==> config.mk <==
export PLATFORM = sky130hd
export DESIGN_NAME = keypad_scanner_flat
export DESIGN_NICKNAME = d
export VERILOG_FILES = /design/src/rtl/keypad_scanner_if.sv /design/src/rtl/keypad_scanner.sv /design/src/flat_wrapper.sv
export SDC_FILE = /design/constraint.sdc
export NUM_CORES = 1
export LEC_CHECK = 0
export ABC_AREA = 1
export ABC_CLOCK_PERIOD_IN_PS = 3880
export CAP_MARGIN = 40
export CORE_MARGIN = 2
export CORE_UTILIZATION = 55
export CTS_CLUSTER_SIZE = 25
export DETAILED_ROUTE_END_ITERATION = 10
export PLACE_DENSITY_LB_ADDON = 0.15
export SYNTH_ARGS = -nofsm -noshare
export SYNTH_HDL_FRONTEND = slang
export SYNTH_SLANG_ARGS = --single-unit
==> constraint.sdc <==
create_clock -name clk -period 3.88 [get_ports clk]
set_input_delay 0.776 -clock clk [delete_from_list [all_inputs] [get_ports clk]]
set_output_delay 0.776 -clock clk [all_outputs]
set_load 0.02 [all_outputs]
==> src/rtl/keypad_scanner_if.sv <==
// Signal bundle between the keypad scanner and the matrix keypad / its consumer.
interface keypad_scanner_if;
    logic [3:0] rows_n;
    logic [3:0] cols_n;
    logic [3:0] key_code;
    logic       key_valid;
    logic       key_held;

    modport master (
        input  rows_n,
        output cols_n,
        output key_code,
        output key_valid,
        output key_held
    );

    modport slave (
        output rows_n,
        input  cols_n,
        input  key_code,
        input  key_valid,
        input  key_held
    );
endinterface

==> src/rtl/keypad_scanner.sv <==
// Scans a 4x4 active-low keypad one column at a time and reports a debounced
// single key press as a one-cycle strobe plus a held level.
module keypad_scanner #(
    parameter int SCAN_CYCLES      = 25000,
    parameter int DEBOUNCE_SAMPLES = 20
) (
    input  logic             clk,
    input  logic             reset_n,
    keypad_scanner_if.master bus
);
    localparam int TW = $clog2(SCAN_CYCLES);
    localparam int CW = $clog2(DEBOUNCE_SAMPLES + 1);
    localparam logic [TW-1:0] TIMER_LAST = TW'(SCAN_CYCLES - 1);
    localparam logic [CW-1:0] CNT_LAST   = CW'(DEBOUNCE_SAMPLES - 1);

    typedef enum logic [1:0] {
        SCAN,
        DEBOUNCE,
        HELD
    } state_t;

    state_t        r_state;
    logic [3:0]    r_sync1;
    logic [3:0]    r_rs;
    logic [TW-1:0] r_timer;
    logic [1:0]    r_colIdx;
    logic [1:0]    r_candRow;
    logic [CW-1:0] r_debCnt;
    logic [CW-1:0] r_relCnt;
    logic [3:0]    r_colsN;
    logic [3:0]    r_keyCode;
    logic          r_keyValid;
    logic          r_keyHeld;

    logic          w_tick;
    logic [2:0]    w_numLow;
    logic [1:0]    w_lowRow;
    logic          w_none;
    logic          w_single;
    logic          w_candMatch;
    logic [1:0]    w_nextCol;
    logic [3:0]    w_nextColsN;

    assign bus.cols_n    = r_colsN;
    assign bus.key_code  = r_keyCode;
    assign bus.key_valid = r_keyValid;
    assign bus.key_held  = r_keyHeld;

    // Rows are asynchronous to clk; two flops before anything looks at them.
    always_ff @(posedge clk or negedge reset_n) begin
        if (!reset_n) begin
            r_sync1 <= 4'hF;
            r_rs    <= 4'hF;
        end else begin
            r_sync1 <= bus.rows_n;
            r_rs    <= r_sync1;
        end
    end

    assign w_tick = (r_timer == TIMER_LAST);

    always_ff @(posedge clk or negedge reset_n) begin
        if (!reset_n) begin
            r_timer <= '0;
        end else if (w_tick) begin
            r_timer <= '0;
        end else begin
            r_timer <= r_timer + TW'(1);
        end
    end

    always_comb begin
        w_numLow = 3'd0;
        w_lowRow = 2'd0;
        for (int r = 0; r < 4; r++) begin
            if (!r_rs[r]) begin
                w_numLow = w_numLow + 3'd1;
                w_lowRow = 2'(r);
            end
        end
    end

    assign w_none      = (w_numLow == 3'd0);
    assign w_single    = (w_numLow == 3'd1);
    assign w_candMatch = w_single && (w_lowRow == r_candRow);
    assign w_nextCol   = r_colIdx + 2'd1;
    assign w_nextColsN = ~(4'b0001 << w_nextCol);

    // The column only moves on when the FSM gives up on or releases a key;
    // both counters stop at their last value so they never wrap.
    always_ff @(posedge clk or negedge reset_n) begin
        if (!reset_n) begin
            r_state    <= SCAN;
            r_colIdx   <= 2'd0;
            r_colsN    <= 4'b1110;
            r_candRow  <= 2'd0;
            r_debCnt   <= '0;
            r_relCnt   <= '0;
            r_keyCode  <= 4'd0;
            r_keyValid <= 1'b0;
            r_keyHeld  <= 1'b0;
        end else begin
            r_keyValid <= 1'b0;
            if (w_tick) begin
                unique case (r_state)
                    SCAN: begin
                        if (w_single) begin
                            r_candRow <= w_lowRow;
                            r_debCnt  <= '0;
                            r_state   <= DEBOUNCE;
                        end else begin
                            r_colIdx <= w_nextCol;
                            r_colsN  <= w_nextColsN;
                        end
                    end
                    DEBOUNCE: begin
                        if (w_candMatch) begin
                            if (r_debCnt == CNT_LAST) begin
                                r_keyCode  <= {r_candRow, r_colIdx};
                                r_keyValid <= 1'b1;
                                r_keyHeld  <= 1'b1;
                                r_relCnt   <= '0;
                                r_state    <= HELD;
                            end else begin
                                r_debCnt <= r_debCnt + CW'(1);
                            end
                        end else begin
                            r_colIdx <= w_nextCol;
                            r_colsN  <= w_nextColsN;
                            r_state  <= SCAN;
                        end
                    end
                    HELD: begin
                        if (w_none) begin
                            if (r_relCnt == CNT_LAST) begin
                                r_keyHeld <= 1'b0;
                                r_colIdx  <= w_nextCol;
                                r_colsN   <= w_nextColsN;
                                r_state   <= SCAN;
                            end else begin
                                r_relCnt <= r_relCnt + CW'(1);
                            end
                        end else begin
                            r_relCnt <= '0;
                        end
                    end
                    default: r_state <= SCAN;
                endcase
            end
        end
    end
endmodule

==> src/flat_wrapper.sv <==
// flat-port wrapper written by rule: the top's interface ports become plain ports
module keypad_scanner_flat 
#(
    parameter int SCAN_CYCLES      = 25000,
    parameter int DEBOUNCE_SAMPLES = 20
)
  (clk, reset_n, bus_rows_n, bus_cols_n, bus_key_code, bus_key_valid, bus_key_held);
  keypad_scanner_if bus_i ();
  input  logic clk;
  input  logic reset_n;
  input wire logic [$bits(bus_i.rows_n)-1:0] bus_rows_n;
  output wire logic [$bits(bus_i.cols_n)-1:0] bus_cols_n;
  output wire logic [$bits(bus_i.key_code)-1:0] bus_key_code;
  output wire logic [$bits(bus_i.key_valid)-1:0] bus_key_valid;
  output wire logic [$bits(bus_i.key_held)-1:0] bus_key_held;
  assign bus_i.rows_n = bus_rows_n;
  assign bus_cols_n = bus_i.cols_n;
  assign bus_key_code = bus_i.key_code;
  assign bus_key_valid = bus_i.key_valid;
  assign bus_key_held = bus_i.key_held;
  keypad_scanner #(.SCAN_CYCLES(SCAN_CYCLES), .DEBOUNCE_SAMPLES(DEBOUNCE_SAMPLES)) u_core (.clk(clk), .reset_n(reset_n), .bus(bus_i));
endmodule
## After elaboration in Yosys (flattened, before gate mapping)

Index checks and enable logic that the tools add are counted.

| word-level totals | value |
|---|---|
| bits in registers | 49 |
| bits in latches | 0 |
| RAM bits | 0 |
| ROM bits | 0 |
| input port bits | 6 |
| word-level logic and storage cells | 93 |
| memories | 0 |

| operators by class | value |
|---|---|
| $add $sub $neg | 7 |
| multipliers | 0 |
| divide/modulo/power cells | 0 |
| order comparisons | 0 |
| equal/unequal tests | 17 |
| shifts and indexed selects | 1 |
| multiplexer cells | 42 |
| bitwise gates (word level) | 1 |
| reductions and logical operators | 13 |

Operators by type and width:

| cell | count |
|---|---|
| 5-bit 2-to-1 mux | 7 |
| 2-bit 2-to-1 mux | 11 |
| 5-bit one-hot mux with 2 select lines | 2 |
| 4-bit 2-to-1 mux | 4 |
| 15-bit by 1-bit adder with 15-bit output (second input constant) | 1 |
| 15-bit equality test (second input constant) | 1 |
| 15-bit 2-to-1 mux | 1 |
| 5-bit AND reduction | 3 |
| 2-bit one-hot mux with 3 select lines | 2 |
| 4-bit one-hot mux with 3 select lines | 1 |
| 6-bit AND reduction | 2 |
| 5-bit by 1-bit adder with 5-bit output (second input constant) | 2 |
| 5-bit equality test (second input constant) | 2 |
| 1-bit 2-to-1 mux | 10 |
| 2-bit by 1-bit != test with 1-bit output (second input constant) | 5 |
| 3-bit 2-to-1 mux | 3 |
| 3-bit by 1-bit adder with 3-bit output (second input constant) | 2 |
| 2-bit != test (second input constant) | 3 |
| 3-bit != test (second input constant) | 2 |
| 4-bit NOT | 1 |
| 4-bit AND reduction | 1 |
| 2-bit nonzero test | 2 |
| 1-bit by 2-bit left shift with 4-bit output (first input constant) | 1 |
| 3-bit by 1-bit equality test with 1-bit output (second input constant) | 1 |
| 11 further kinds | 11 |

## Depth between registers and ports, before layout

| logic depth | value |
|---|---|
| depth after elaboration | 12 |
| gate-level depth with buffers | 19 |
| depth with buffers taken out | 19 |

## Worst setup path before layout

No wires, ideal clock.

| path | value |
|---|---|
| path kind | register to register |
| start point | register u_core.r_rs[0] |
| end point | register u_core.r_debCnt[3] |
| arrival time | 2268 ps |
| slack | 1500 ps |
| cell stages (with the launch flop) | 17 |
| buffers on the path | 0 |
| clock period less this slack | 2380 ps |
| cells stage by stage | dfstp_2 > inv_1 > ha_1 > inv_1 > nand2_1 > nand2_1 > inv_1 > ha_1 > or2_2 > nand2_1 > nand3_2 > nand2_1 > nand2_1 > nor2_4 > nand3_1 > nand2_1 > inv_1 |

| between the ends | value |
|---|---|
| longest elaborated chain between the ends | 11 |
| elaborated cells on any way between the ends | 12 |
| those cells by class | add/sub: 3; eq/ne: 3; mux: 4; reduce/logical: 2 |

RTL lines:

| item | line | text |
|---|---|---|
| start, declared | keypad_scanner.sv:24 | `logic [3:0] r_rs;` |
| start signal, assigned | keypad_scanner.sv:56 | `r_rs <= r_sync1;` |
| 1-bit 2-to-1 mux * | keypad_scanner.sv:76 | `if (!r_rs[r]) begin` |
| 1-bit by 1-bit adder with 2-bit output | keypad_scanner.sv:77 | `w_numLow = w_numLow + 3'd1;` |
| 3-bit 2-to-1 mux * | keypad_scanner.sv:76 |  |
| 3-bit by 1-bit adder with 3-bit output | keypad_scanner.sv:77 |  |
| 3-bit 2-to-1 mux * | keypad_scanner.sv:76 |  |
| 3-bit by 1-bit adder with 3-bit output | keypad_scanner.sv:77 |  |
| 3-bit 2-to-1 mux * | keypad_scanner.sv:76 |  |
| 3-bit by 1-bit equality test with 1-bit output * | keypad_scanner.sv:84 | `assign w_single = (w_numLow == 3'd1);` |
| 1-bit logical AND | keypad_scanner.sv:85 | `assign w_candMatch = w_single && (w_lowRow == r_candRow);` |
| 2-bit by 1-bit != test with 1-bit output (no source line) | n/a |  |
| 5-bit AND reduction (no source line) * | n/a |  |
| end signal, assigned | keypad_scanner.sv:125 | `r_debCnt <= r_debCnt + CW'(1);` |
| end, declared | keypad_scanner.sv:28 | `logic [CW-1:0] r_debCnt;` |

Mark *: on every way between the ends. The rest lies on a longest branch, timed or not.
A chain may end at the register's enable or synchronous reset.

## Final worst setup path

| path | value |
|---|---|
| start point | register u_core.r_rs[0] |
| end point | register u_core.r_state[0] |

| between the ends | value |
|---|---|
| longest elaborated chain between the ends | 11 |
| elaborated cells on any way between the ends | 16 |
| those cells by class | add/sub: 3; eq/ne: 4; mux: 6; reduce/logical: 3 |

RTL lines:

| item | line | text |
|---|---|---|
| 1-bit 2-to-1 mux * | keypad_scanner.sv:76 |  |
| 1-bit by 1-bit adder with 2-bit output | keypad_scanner.sv:77 |  |
| 3-bit 2-to-1 mux * | keypad_scanner.sv:76 |  |
| 3-bit by 1-bit adder with 3-bit output | keypad_scanner.sv:77 |  |
| 3-bit 2-to-1 mux * | keypad_scanner.sv:76 |  |
| 3-bit by 1-bit adder with 3-bit output | keypad_scanner.sv:77 |  |
| 3-bit 2-to-1 mux * | keypad_scanner.sv:76 |  |
| 3-bit by 1-bit equality test with 1-bit output | keypad_scanner.sv:84 |  |
| 1-bit logical AND | keypad_scanner.sv:85 |  |
| 3-bit != test (no source line) or 2-bit 2-to-1 mux (tied branches) | n/a |  |
| 5-bit AND reduction (no source line) or 2-bit one-hot mux with 3 select lines (tied branches) | n/a |  |
| end signal, assigned | keypad_scanner.sv:93 | `r_state <= SCAN;` |
| end signal, assigned | keypad_scanner.sv:110 | `r_state <= DEBOUNCE;` |
| end signal, assigned | keypad_scanner.sv:123 | `r_state <= HELD;` |
| end, declared | keypad_scanner.sv:22 | `state_t r_state;` |

Marked as above.

==> impl_results.md <==
* Dominant delay contributor by cell family on the critical path: simple AND/OR/NAND/NOR gates
* Largest net degree at the start of global routing at 29
* CTS tree: done
* HPWL after detailed placement at approximately 3700 µm
* IO buf count at 15
* Depth of the worst hold-timing path at 0
* Area growth from synthesis to layout at 10.5%
* Proportion of register bits with asynchronous set or reset after synthesis at 100%
* Launching element type of the critical path: register
* Maximum buffer depth of the clock tree at 2
* Highest clock frequency the design can meet at 393 MHz
* Yosys top cell area share at 33.7%
* Starting Density at a little under three fifths
* Inserted Clock Buffers at 5
* Cell at the root of the clock tree: sky130_fd_sc_hd__clkbuf_8
* Met1 Track Usage GR at 26.2%
* Global-route wire length before repair at approximately 8600 µm
* Final Wtd Congestion at ~0.83
* Worst-case register-to-register setup slack at between 1 and 1.5 ns
* CP most frequent cell: sky130_fd_sc_hd__nand2_1
* Area of all placed cells without fillers at about 3100 µm²
* Min-delay worst type: register to register
* Final Hold Vio Count at 0
* Final period demand of the worst path at approximately 2.5 ns
* Area of combinational cells with multiple inputs at 1320 µm²
* Number of remaining DRC errors at 0
* Post-CTS Setup Inserts at 0
* P per Cell Area at around 280 nW/µm²
* Count of cell types in the netlist at 32
* Cell count after placement at 435
* IR drop worst, VDD at around 0.18 mV
* End of the worst register-to-register path: u_core.r_state[0]
* Clock-pin slew on the worst setup and hold paths at ~0.090 ns
* Antenna cell count at 0
* Worst Max-Slew Pin Slew at 0.471 ns
* Number of global-route vias before repair at between 2,000 and 2,500
* Largest stage delay, worst path at 0.54 ns
* Total count of max-transition violations in the final report at 0
* R2r startpoint: u_core.r_rs[0]
* Resize count post-CTS at 0
* Switching power share of the total at 24.0%
* Net switching power of the design at 209 µW
* DR vias at between 2,000 and 2,500
* Global-route congestion overflow total at 0
* Die width at 75.6 µm
* Initial DRC count at ~110
* Status: finished clean
* Power share of the sequential group at between 50% and 60%
* Cell count after synthesis at about 350
* Required time of the critical path at roughly 4 ns
* Number of nets still failing antenna checks after routing at 0
* Per-cell routed wire length at approximately 11 µm
* Initial antenna violation count at 0
* Library cell with the highest instance count after synthesis: sky130_fd_sc_hd__nand2_1
* Category of the critical setup timing path: register to register
* Clock latency of the later-clocked register in the worst-skew pair at approximately 0.30 ns
* Final-layout setup total negative slack at 0 ns
* Normalized max-slew margin at around two thirds
* Static power due to leakage at approximately 1.6 nW
* Number of placement rows at 26
* M2 GR Usage at a little under a third
* Final worst-path cycle share at between 60% and 70%
* Number of clock sinks seen by CTS at 49
* Average footprint of a synthesized cell at ~8.0 µm²
* Mean number of vias per cell at a little under 5
* RSZ-0062 raised after global routing: false
* Hold path startpoint: u_core.r_sync1[2]
* Grt peak-use layer: met2
* Cell with the largest stage delay on the worst path: sky130_fd_sc_hd__dfstp_2
* Worst reg2reg path depth at 14
* MaxCap Viol Count at 0
* H-tree depth reported by CTS at 2
* Cell-internal power at between 600 and 700 µW
* Biggest area contributors in the synthesized netlist: sky130_fd_sc_hd__dfrtp_1 (34%), sky130_fd_sc_hd__nand2_1 (12%), sky130_fd_sc_hd__dfstp_2 (10%)
* CTS Hold Bufs at 0
* Share of the core filled with cells at approximately 60%
* Iteration count of the initial detailed-routing pass at 4
* Clock network fraction of total power at roughly 33%
* Final-stage net count at roughly 390
* Die Y at 75.6 µm
* Warning count from the yosys run at 0
* FILL cells at 450
* Cell taking the most area after synthesis: sky130_fd_sc_hd__dfrtp_1
* Worst Hold End: u_core.r_rs[2]
* Combined global-route utilization of all metal layers at between 10% and 20%
* Critical path buffers and inverters at 3
* #FFs+latches synth at a little under 50
* Routed WL at around 4900 µm
* Share of layout cells above drive strength 1 at between 10% and 20%
* Top flip-flop cell by instance count after synthesis: sky130_fd_sc_hd__dfrtp_1
* Critical Path End Type: register
* Cell-by-cell trace of the critical path: inv_1, ha_1, inv_1, nand2_1, nand2_1, inv_1, ha_1, or2_2, nand2_1, nand3_2, a21oi_1, nand3_2, nand2_1, o21ai_1
* Final setup skew at 0.00561 ns
* Die area at approximately 5700 µm²
* Biggest fanout along the worst timing path at 4
* Arr. time, crit path at 2.74 ns
* Sequential cell area at 1240 µm²
* Most frequent cells after synthesis: sky130_fd_sc_hd__nand2_1 (87), sky130_fd_sc_hd__inv_1 (56), sky130_fd_sc_hd__dfrtp_1 (38), sky130_fd_sc_hd__nand3_1 (31), sky130_fd_sc_hd__nor2_1 (24)
* Post-placement cell area at a little over 3000 µm²
* I/O pin cnt at 16
* Global routing usage on met3 at 4.37%
* Synth Net Count at roughly 370
* Register area share after synthesis at a little over two fifths
* Number of setup violations in the final report at 0
* Standard cell core area at slightly above 5000 µm²
* Combinational Power Share at approximately 7.0%
* Layout Cells excl Fill at ~440
* Mapped Area at 2820 µm²
* EDFF count, synth at 0
per-layer routing:
metal  up-vias  routed length (µm)  share of wire (%)
met4         0                  27               0.55
met2        28                2280                 46
met1      1001                2470                 50
met3         5                 140                2.8
li1       1155                   -                  -
met5         -                   0                  0
registers in the layout (all words and copies together), names as in the netlist, 2 cells and up:
register and flops:
u_core.bus.key_code 4, u_core.r_colIdx 2, u_core.r_debCnt 5, u_core.r_relCnt 5, u_core.r_timer 15, u_core.r_state 2, u_core.r_candRow 2, u_core.r_rs 4
u_core.r_sync1 4, u_core.bus.cols_n 4
through the flow:
step / hold slack (ns) / total power [mW] / worst slack (ns)
2_1_floorplan: 0.345 / 0.573 / 1.50
3_3_place_gp: 0.346 / 0.593 / 1.38
3_5_place_dp: 0.347 / 0.594 / 1.34
4_1_cts: 0.364 / 0.888 / 1.32
5_1_grt: 0.366 / 0.916 / 1.08
6_report: 0.362 / 0.872 / 1.33
logic make-up after synthesis:
group / synth area share [%]
simple gates: 33.4
flops: 43.9
fa+ha+maj: 5.77
xor+xnor: 2.17
buf+inv: 9.22
compound gates: 5.45
layout make-up:
cell class                 count  share of cell area, %
clock buffer                   6                   2.33
clock inverter                 2                  0.321
inverter                      62                   7.47
multi-input combinational    238                   42.4
sequential                    49                   39.8
tap                           70                   2.81
timing repair buffer          16                   4.90
worst max path at each step:
stage / depth (start not counted) / start / slack [ns] / endpoint
after floorplan: 16 / u_core.r_rs[0] / 1.50 / u_core.r_debCnt[3]
after global placement: 16 / u_core.r_rs[0] / 1.38 / u_core.r_debCnt[0]
after detailed placement: 16 / u_core.r_rs[0] / 1.34 / u_core.r_debCnt[0]
after CTS: 16 / u_core.r_rs[0] / 1.32 / u_core.r_debCnt[0]
after global routing: 18 / u_core.r_rs[0] / 1.08 / u_core.r_relCnt[4]
final: 14 / u_core.r_rs[0] / 1.33 / u_core.r_state[0]
power by group through the flow:
stage	combinational, mW	clock [mW]	sequential (mW)
2_1_floorplan	0.0430	0	0.530
3_3_place_gp	0.0615	0	0.531
3_5_place_dp	0.0627	0	0.532
4_1_cts	0.0629	0.303	0.522
5_1_grt	0.0708	0.322	0.523
6_report	0.0613	0.289	0.522
cell usage in the layout (no fill, tap or decap), types with 6 or more instances in the layout:
master                             n
sky130_fd_sc_hd__o21ai_0          14
sky130_fd_sc_hd__nor2_1           24
sky130_fd_sc_hd__a21oi_1           6
sky130_fd_sc_hd__dfrtp_1          38
sky130_fd_sc_hd__dfstp_2          11
sky130_fd_sc_hd__nand2_1          87
sky130_fd_sc_hd__clkdlybuf4s50_1  14
sky130_fd_sc_hd__nand3_1          31
sky130_fd_sc_hd__inv_1            56
sky130_fd_sc_hd__inv_2             6
sky130_fd_sc_hd__nand2_2           8
sky130_fd_sc_hd__nand4_1          14
sky130_fd_sc_hd__ha_1             13
sky130_fd_sc_hd__xor2_1            7
Power figures use the tool's default switching activity.
==> RTL edit 1: new RTL, config.mk and constraints unchanged <==
`SCAN_CYCLES` is set to 25000 in 2 places; all go to 50000.
--- a/src/rtl/keypad_scanner.sv
+++ b/src/rtl/keypad_scanner.sv
@@ -2,5 +2,5 @@
 // single key press as a one-cycle strobe plus a held level.
 module keypad_scanner #(
-    parameter int SCAN_CYCLES      = 25000,
+    parameter int SCAN_CYCLES      = 50000,
     parameter int DEBOUNCE_SAMPLES = 20
 ) (
--- a/src/flat_wrapper.sv
+++ b/src/flat_wrapper.sv
@@ -2,5 +2,5 @@
 module keypad_scanner_flat 
 #(
-    parameter int SCAN_CYCLES      = 25000,
+    parameter int SCAN_CYCLES      = 50000,
     parameter int DEBOUNCE_SAMPLES = 20
 )
Function: no difference found for any inputs over 10 cycles, from zero or initial values and one cycle with reset_n low; that may be too few to reach the edited logic, so the function may still have changed.
==> RTL edit 1 against the original RTL <==
Design area increased by 5.3%. Critical endpoint is now u_core.r_relCnt[1]. Sequential cell count is 1 higher. Setup slack got worse by 0.096 ns. Fmax down 3.6%. Synthesized area is 5.1% higher. Cell count grew 3.6%. Highest routed layer unchanged. Synthesized cell count is 4.5% higher. Wire length grew 8.2%. Power increased by 11%.
==> RTL edit 1: results (changes against the original RTL) <==
metric	value	unit	change
run_status	completed		
critPathTopFamily	simple AND/OR/NAND/NOR gates		
slowest_delay	0.54	ns	about the same
cts_root_buffer	clkbuf_8		
drtPass1Iterations	4		unchanged
tightest_slew	0.469	ns	-0.00119 ns
critical_path_peak_fanout	5		+1
synth-async-reset-ratio	100	%	unchanged
antenna_found_initial	0		unchanged
muxShareOfSynthArea	0	%	unchanged
dp_hpwl	4040	µm	+8.9%
synthTopCellsByArea	dfrtp_1, nand2_1, dfstp_2		
min_path_cells	0		unchanged
use_met2	33.6	%	+2.0 points
grt_first_pass_wirelength	9780	µm	+14%
gp_congestion	0.951		+15%
synth_adder_area_share	5.48	%	-0.28 points
skew	0.0106	ns	+0.00498 ns
synth_xor_area_share	3.54	%	+1.4 points
track_usage	20.1	%	+0.47 points
grt_max_degree	31		+6.9%
largest_registers	u_core.r_timer x16, u_core.r_debCnt x5, u_core.r_relCnt x5		
min_path_type	reg2reg		
yosys_warnings	0		unchanged
synth_cell_type_count	31		-3.1%
grt_pass1_vias	2239		+9.7%
cts.clk_slew.worst_paths	0.09	ns	about the same
synthFlopType	dfrtp_1		
cp.arrival	2.89	ns	+0.15 ns
max-cap-violations	0		unchanged
drive_gt1_share	15.7	%	+1.7 points
p_comb_share	7.1	%	
gr-usage-met1	26.6	%	+0.35 points
synth_compound_area_share	3.08	%	-2.4 points
leakage	1.59	nW	+1.1%
powerDensity	296	nW/µm²	+5.7%
synth_common_cells	nand2_1, inv_1, dfrtp_1, nor2_1, nand3_1		
cp_slowest_cell	dfstp_2		
final_nets	407		+4.1%
drt_iter0_drc	122		+13%
numCtsBuffers	5		unchanged
clockBufferDepth	2		unchanged
cts.htree.levels	2		unchanged
dr_total_vias	2324		+6.2%
cts-resized-gates	0		unchanged
syn_nets	387		+4.3%
ir_drop	165	µV	-8.6%
grt_use_met3	3.84	%	-0.53 points
post_drt_wl_per_cell	11.6	µm	+4.4%
cts_setup_buffers	0		unchanged
diodes	0		unchanged
seq_area_frac_synth	42.6	%	-1.3 points
r2r.worst_path.cells	15		+1
fillers	444		-1.3%
p_seq_share	54.9	%	-4.9 points
clk_latency	0.31	ns	
switching_share	23.4	%	-0.54 points
## RTL edit 1: cell types whose count changed in the layout (fill, tap and decap cells not counted), moves of 2 or more
cell      delta
clkinv_2     -2
inv_1       -14
inv_2        +2
nand2_1     +14
nand2_4      +2
nand3_2      +3
nand3b_1     +4
nand4_1      -3
nor2_1       +9
nor2_2       +2
nor3_1       +4
o21ai_0      -9
xor2_1       +4
## RTL edit 1: through the flow
| stage | cells | utilization (%) | setup slack (ns) | hold slack [ns] | cell area [µm²] |
|---|---|---|---|---|---|
| after detailed placement | 451 | 61.3 | 1.26 | 0.347 | 3170 |
| after global routing | 459 | 63.4 | 1.00 | 0.363 | 3280 |
| after global placement | 451 | 61.3 | 1.35 | 0.347 | 3170 |
| after floorplan | 368 | - | 1.47 | 0.345 | 2970 |
| final | 459 | 63.4 | 1.24 | 0.360 | 3280 |
| after CTS | 459 | 63.4 | 1.23 | 0.362 | 3280 |
## RTL edit 1: layout make-up
type                       count  share of cell area (%)
inverter                      50                    5.72
tap                           70                    2.67
timing repair buffer          16                    4.65
sequential                    50                    38.6
multi-input combinational    265                    45.0
clock inverter                 2                    1.14
clock buffer                   6                    2.21
## RTL edit 1: final timing paths
path	from	endpoint	slack [ns]
max in group asynchronous	reset_n	u_core.r_sync1[3]	2.72
min in group asynchronous	reset_n	u_core.r_candRow[0]	0.40
worst max register to register	u_core.r_rs[0]	u_core.r_relCnt[1]	1.24
worst min register to register	u_core.r_sync1[2]	u_core.r_rs[2]	0.36
worst min-delay path	u_core.r_sync1[2]	u_core.r_rs[2]	0.36
worst max-delay path	u_core.r_rs[0]	u_core.r_relCnt[1]	1.24
## RTL edit 1: metal layers
metal / part of all wire (%) / vias up
met5: 0 / -
met1: 48 / 1072
li1: - / 1204
met4: 1.4 / 0
met3: 4.0 / 6
met2: 47 / 42
==> RTL edit 2: new RTL, same settings <==
Without the edit above. Make the reset (`reset_n`) synchronous in 3 clocked blocks. Comments in the files are not updated.
--- a/src/rtl/keypad_scanner.sv
+++ b/src/rtl/keypad_scanner.sv
@@ -48,5 +48,5 @@
 
     // Rows are asynchronous to clk; two flops before anything looks at them.
-    always_ff @(posedge clk or negedge reset_n) begin
+    always_ff @(posedge clk) begin
         if (!reset_n) begin
             r_sync1 <= 4'hF;
@@ -60,5 +60,5 @@
     assign w_tick = (r_timer == TIMER_LAST);
 
-    always_ff @(posedge clk or negedge reset_n) begin
+    always_ff @(posedge clk) begin
         if (!reset_n) begin
             r_timer <= '0;
@@ -89,5 +89,5 @@
     // The column only moves on when the FSM gives up on or releases a key;
     // both counters stop at their last value so they never wrap.
-    always_ff @(posedge clk or negedge reset_n) begin
+    always_ff @(posedge clk) begin
         if (!reset_n) begin
             r_state    <= SCAN;
Function: no difference found for any inputs over 10 cycles, from zero or initial values and one cycle with reset_n low; that may be too few to reach the edited logic, so the function may still have changed.
==> RTL edit 2 against the original RTL <==
Global-route usage grew 0.17 points. Clock skew is 0.0035 ns higher. Setup slack better by 0.042 ns. Cell count increased by 1.4%. Sequential cell count stayed put. Synthesized area down 5.1%. Power is 1.9% lower. Wire length fell by 4.1%. Fmax grew 1.7%. Design area is 4.3% lower. Largest power group unchanged.
==> RTL edit 2: results (changes against the original RTL) <==
metric	value	unit	change
track_usage	19.8	%	+0.17 points
grt_first_pass_wirelength	8360	µm	-2.9%
min_to	u_core.r_rs[3]		
synth-async-reset-ratio	0	%	-100 points
synthTopCellsByArea	dfxtp_1, nand2_1, nor2_1		
startpoint	u_core.r_rs[1]		
syn_nets	382		+3.0%
leakage	1.24	nW	-21%
finalNonFillerCells	449		+1.4%
synth_compound_area_share	7.05	%	+1.6 points
switchingPower	0.195	mW	-6.6%
dp_hpwl	3620	µm	-2.4%
min_path_cells	1		+1
run_status	completed		
via_per_inst	4.89		-0.98%
gp_congestion	0.839		+1.6%
grt_pass1_vias	1978		-3.1%
grt_max_degree	20		-31%
post_drt_wl_per_cell	10.5	µm	-5.4%
drive_gt1_share	12.3	%	-1.6 points
synth_common_cells	nand2_1, nor2_1, dfxtp_1, inv_1, nand3_1		
hold_ws	0.418	ns	+0.0566 ns
synth_xor_area_share	2.29	%	+0.12 points
reg2reg_to	u_core.r_relCnt[2]		
drt_iter0_drc	57		-47%
r2r.worst_path.cells	15		+1
skew	0.00910	ns	+0.00348 ns
hp-start	u_core.r_sync1[3]		
placed_cell_area	2900	µm²	-4.4%
slew_headroom	66.2	%	-2.4 points
dp_cells	441		+1.4%
critical_path_peak_fanout	6		+2
dpl_worst_slack	1.31	ns	-0.0325 ns
final_nets	401		+2.6%
synth_cell_type_count	35		+9.4%
seq_area_frac_synth	36.6	%	-7.3 points
-- RTL edit 2: cell count changes after synthesis, sizes merged, moves of 9 or more --
| cell | change |
|---|---|
| dfxtp | +49 |
| inv | -12 |
| a21oi | +9 |
| dfrtp | -38 |
| nand2 | -21 |
| o21ai | -10 |
| dfstp | -11 |
| nor2 | +30 |
| or2 | +10 |
-- RTL edit 2: power groups by stage --
stage	logic, mW	registers [mW]	clock network [mW]
after CTS	0.0641	0.513	0.293
final	0.0630	0.513	0.280
after global routing	0.0720	0.513	0.313
after floorplan	0.0505	0.524	0
after detailed placement	0.0637	0.525	0
after global placement	0.0624	0.525	0
-- RTL edit 2: cell type report --
class | count | area, µm²
multi-input combinational | 258 | 1490
sequential | 49 | 981
inverter | 51 | 191
fill | 434 | 1740
clock buffer | 8 | 80.1
tap | 67 | 83.8
timing repair buffer | 16 | 158
-- RTL edit 2: routing by layer --
layer  track usage, %  wire, µm
met1             23.9      2270
met3             3.70       118
met2             34.9      2290
met4             6.67        46
met5                0         0
